## src/rtl/z80_reti_snoop.sv

```systemverilog
// Passive Z80 bus monitor: tracks opcode prefixes across M1 fetches and pulses
// O_RETI / O_RETN for one CPU clock-enable period; O_SPM1 flags interrupt acknowledge.
module z80_reti_snoop #(
  parameter bit RETN_EN = 1'b1
) (
  input  logic       I_CLK,
  input  logic       I_RESET_n,
  input  logic       I_CLKEN,
  input  logic       I_M1_n,
  input  logic       I_MREQ_n,
  input  logic       I_IORQ_n,
  input  logic       I_RD_n,
  input  logic [7:0] I_D,
  output logic       O_SPM1,
  output logic       O_RETI,
  output logic       O_RETN
);

  typedef enum logic [1:0] {
    IDLE   = 2'd0,
    PFX_ED = 2'd1,
    PFX_CB = 2'd2,
    PFX_IX = 2'd3
  } state_t;

  state_t     state_r;
  state_t     state_s;
  logic       fetch_s;
  logic       fetch_r;
  logic       done_s;
  logic       reti_s;
  logic       retn_s;
  logic [7:0] opc_r;

  // Second byte of the ED-prefixed RETN family (ED 4D is RETI, not RETN)
  function automatic logic is_retn(input logic [7:0] opc);
    case (opc)
      8'h45, 8'h55, 8'h5D, 8'h65, 8'h6D, 8'h75, 8'h7D: is_retn = 1'b1;
      default:                                         is_retn = 1'b0;
    endcase
  endfunction

  assign fetch_s = ~I_M1_n & ~I_MREQ_n & ~I_RD_n;
  assign done_s  = I_CLKEN & fetch_r & ~fetch_s;
  // Acknowledge is held low while in reset so peers never see a spurious ack
  assign O_SPM1  = I_RESET_n & ~I_M1_n & ~I_IORQ_n;

  // Prefix decoder: only a completed opcode fetch may move the state
  always_comb begin
    state_s = state_r;
    reti_s  = 1'b0;
    retn_s  = 1'b0;
    if (done_s) begin
      case (state_r)
        IDLE: begin
          case (opc_r)
            8'hED:        state_s = PFX_ED;
            8'hCB:        state_s = PFX_CB;
            8'hDD, 8'hFD: state_s = PFX_IX;
            default:      state_s = IDLE;
          endcase
        end
        PFX_CB: state_s = IDLE;
        PFX_IX: begin
          // DD/FD CB d op: displacement and opcode are plain reads, not M1
          case (opc_r)
            8'hDD, 8'hFD: state_s = PFX_IX;
            8'hED:        state_s = PFX_ED;
            default:      state_s = IDLE;
          endcase
        end
        PFX_ED: begin
          state_s = IDLE;
          if (opc_r == 8'h4D) begin
            reti_s = 1'b1;
          end else if (RETN_EN && is_retn(opc_r)) begin
            retn_s = 1'b1;
          end else begin
            retn_s = 1'b0;
          end
        end
        default: state_s = IDLE;
      endcase
    end else begin
      state_s = state_r;
    end
  end

  // State, fetch tracking and registered pulses advance only on CPU enables
  always_ff @(posedge I_CLK or negedge I_RESET_n) begin
    if (!I_RESET_n) begin
      state_r <= IDLE;
      fetch_r <= 1'b0;
      opc_r   <= 8'h00;
      O_RETI  <= 1'b0;
      O_RETN  <= 1'b0;
    end else if (I_CLKEN) begin
      fetch_r <= fetch_s;
      if (fetch_s) begin
        opc_r <= I_D;
      end
      state_r <= state_s;
      O_RETI  <= reti_s;
      O_RETN  <= retn_s;
    end
  end

endmodule

```

## config.mk

```make
export PLATFORM = sky130hd
export DESIGN_NAME = z80_reti_snoop
export DESIGN_NICKNAME = d
export VERILOG_FILES = /design/src/rtl/z80_reti_snoop.sv
export SDC_FILE = /design/constraint.sdc
export NUM_CORES = 1
export LEC_CHECK = 0
export ABC_AREA = 1
export BUFFER_PORTS_ARGS = -buffer_cell sky130_fd_sc_hd__buf_2
export CORE_UTILIZATION = 44
export DETAILED_ROUTE_END_ITERATION = 16
export PLACE_DENSITY = 0.8
export SETUP_SLACK_MARGIN = 0.02
export SYNTH_ARGS = -nofsm -noshare
export SYNTH_HDL_FRONTEND = slang
export SYNTH_SLANG_ARGS = --single-unit
export TNS_END_PERCENT = 1
```

## constraint.sdc

```tcl
create_clock -name I_CLK -period 0.8 [get_ports I_CLK]
set_input_delay 0.08 -clock I_CLK [delete_from_list [all_inputs] [get_ports I_CLK]]
set_output_delay 0.08 -clock I_CLK [all_outputs]
set_load 0.02 [all_outputs]
```

==> results.json <==
{
  "critPathBufInv": 0,
  "wire_per_inst_um": 9.80,
  "drive_gt1_frac": 0.375,
  "leakagePower_nw": 0.473,
  "syn-instance-count": 86,
  "crit_family": "simple AND/OR/NAND/NOR gates",
  "layout.area.seq_um2": 325,
  "antenna_left": 0,
  "multi_input_area_um2": 313,
  "grt_start_max_net_pins": 18,
  "hp-class": "primary input to register",
  "cts_tree": "built",
  "synth-edff-count": 0,
  "path_cells": "nor2_2, nand4_1, nand2_1, nand2_1, nand2_1",
  "rsz0062_at_grt": "true",
  "slowest_delay_ns": 0.41,
  "synth_top_area_frac": 0.474,
  "place_congestion": 0.779,
  "utilization": 0.628,
  "vdd_ir_drop_max_mv": 0.945,
  "crit_path_start_kind": "register",
  "cap_violations": 0,
  "r2r_slack_ns": -0.14,
  "final-setup-viol-count": 6,
  "fillers": 135,
  "syn_area_um2": 687,
  "grt_pass1_vias": 543,
  "via_count": 606,
  "grt_pass1_wl_um": 2150,
  "h-tree-depth": 1,
  "fin_ws_ns": -0.140,
  "violations": "negative setup slack",
  "crit_slowest_cell": "dfrtp_1",
  "status": "complete, but fails checks",
  "crit_fanout": 3,
  "io_buffers": 17,
  "synth-seq-cells": 13,
  "firstDrtPassIters": 4,
  "drc": 0,
  "final_cells": 127,
  "grt-ovfl-total": 0,
  "start_util": 0.497,
  "synth-seq-area-share": 0.474,
  "n_antenna_cell": 0,
  "clock_path_buffers": 2,
  "fmax_mhz": 1060,
  "dieWidth_um": 41.5,
  "synth_nets": 101,
  "critical_path_class": "register to register",
  "synth.avg_cell_area_um2": 7.99,
  "dp_hpwl_um": 936,
  "worst_setup_path_end_kind": "register",
  "num_rows": 13,
  "die_area_um2": 1720,
  "ys_types": 16,
  "wl_um": 1250,
  "vias_per_cell": 4.77,
  "synth_area_leaders": "dfrtp_1 47%, nand2_1 15%, inv_1 7.1%, nor2_1 7.1%, o21ai_2 6.4%",
  "p_per_area_nw_per_um2": 1860,
  "hold_viol_final": 0,
  "clk_latency_ns": 0.28,
  "synth_common_cells": "27 x nand2_1, 13 x dfrtp_1, 13 x inv_1, 13 x nor2_1, 5 x o21ai_2",
  "tightest_slew_ns": 0.259,
  "antenna_found_initial": 0,
  "clockRootBuffer": "clkbuf_4",
  "worstPathArrival_ns": 1.16,
  "track_usage": 0.162,
  "synth_most_common_cell": "nand2_1",
  "fin_nets": 128,
  "numCtsBuffers": 3,
  "finClkSkew_ns": 0.000204,
  "place_inst": 122,
  "synthArstFlopShare": 1.00,
  "crit_top_cell": "nand2_1",
  "die_h_um": 41.5,
  "synth_warnings": 0,
  "power_mw": 1.61,
  "tns_ns": -0.616,
  "drt_iter0_markers": 10,
  "clkSinkCount": 13,
  "syn_to_final_growth_pct": 26.4,
  "synth_top_cell_by_area": "dfrtp_1",
  "num_io_pins": 18,
  "place_ws_ns": -0.116,
  "max_slew_margin": 0.827,
  "core_um2": 1380,
  "cp_data_required_time_ns": 1.02,
  "cts.reportedPaths.clkPinSlew_ns": 0.07,
  "synth_ff_type": "dfrtp_1",
  "fin_crit_ns": 0.940,
  "slew_violations": 0,
  "finalCritPeriodShare": 1.17
}
## routing by layer
| metal | GRT usage | wire length (µm) | vias to the layer above |
|---|---|---|---|
| met3 | 0.0435 | 65 | 2 |
| met2 | 0.275 | 606 | 18 |
| met1 | 0.196 | 550 | 273 |
| li1 | - | - | 313 |
| met5 | 0 | 0 | - |
| met4 | 0.0581 | 22 | 0 |
## layout make-up
class | count | share of cell area
flip-flops and latches | 13 | 0.375
multi-input cells | 58 | 0.360
repair buffers | 23 | 0.153
inverters | 14 | 0.0605
clock buffers | 4 | 0.0303
well taps | 15 | 0.0216
## final timing paths
kind,start,to,depth (start not counted)
hold / removal,I_D[4],opc_r[4]$_DFFE_PN0P_,3
setup reg to reg,opc_r[5]$_DFFE_PN0P_,state_r[1]$_DFFE_PN0P_,5
max in group asynchronous,I_RESET_n,opc_r[0]$_DFFE_PN0P_,3
min in group asynchronous,I_RESET_n,state_r[0]$_DFFE_PN0P_,3
setup / recovery,opc_r[5]$_DFFE_PN0P_,state_r[1]$_DFFE_PN0P_,5
hold reg to reg,O_RETI$_DFFE_PN0P_,O_RETI$_DFFE_PN0P_,2
## flip-flops by register name, summed over array words and instances (netlist names)
signal	cells
O_RETI	1
O_RETN	1
fetch_r	1
opc_r	8
state_r	2
## per-stage QoR
| stage | instance area [µm²] | hold slack (ns) |
|---|---|---|
| 6_report | 868 | 0.0348 |
| 5_1_grt | 868 | 0.0267 |
| 4_1_cts | 866 | 0.0308 |
| 3_5_place_dp | 822 | 0.0316 |
| 3_3_place_gp | 822 | 0.0278 |
| 2_1_floorplan | 692 | -0.216 |
## report_power, final
part / leakage, nW / switching [mW] / internal, mW
combinational: 0.293 / 0.201 / 0.189
sequential: 0.164 / 0.0802 / 0.740
clock: 0.0150 / 0.211 / 0.194
total: 0.473 / 0.492 / 1.12
## repair_timing
item / in CTS / in global routing
buffers inserted: 0 / 0
hold endpoints to repair: 13 / 0
gates resized for setup: 3 / 2
hold buffers: 1 / 0
setup endpoints to repair: 6 / 7
pin swaps: 0 / 1
## cell usage in the layout (no fill, tap or decap), drive strengths merged
cell,count
nand2,28
buf,22
nor2,14
dfrtp,13
inv,13
o21ai,5
clkbuf,4
a21oi,3
nand3,3
nand4,2
nor3b,1
clkinv,1
nor3,1
nand3b,1
dlygate4sd3,1
## logic make-up (layout without fill, tap and decap cells)
logic type,after synthesis,in the layout,share of synthesized area
buf+inv,15,41,0.0929
compound gates,8,8,0.102
simple gates,50,50,0.332
flops,13,13,0.474
## worst reg2reg max path, cell delays in order (launching register included)
cell and delay, ns:
dfrtp_1 0.41, nor2_2 0.17, nand4_1 0.12, nand2_1 0.08
nand2_1 0.05, nand2_1 0.05
No activity file was read; power rests on OpenSTA's default activity.
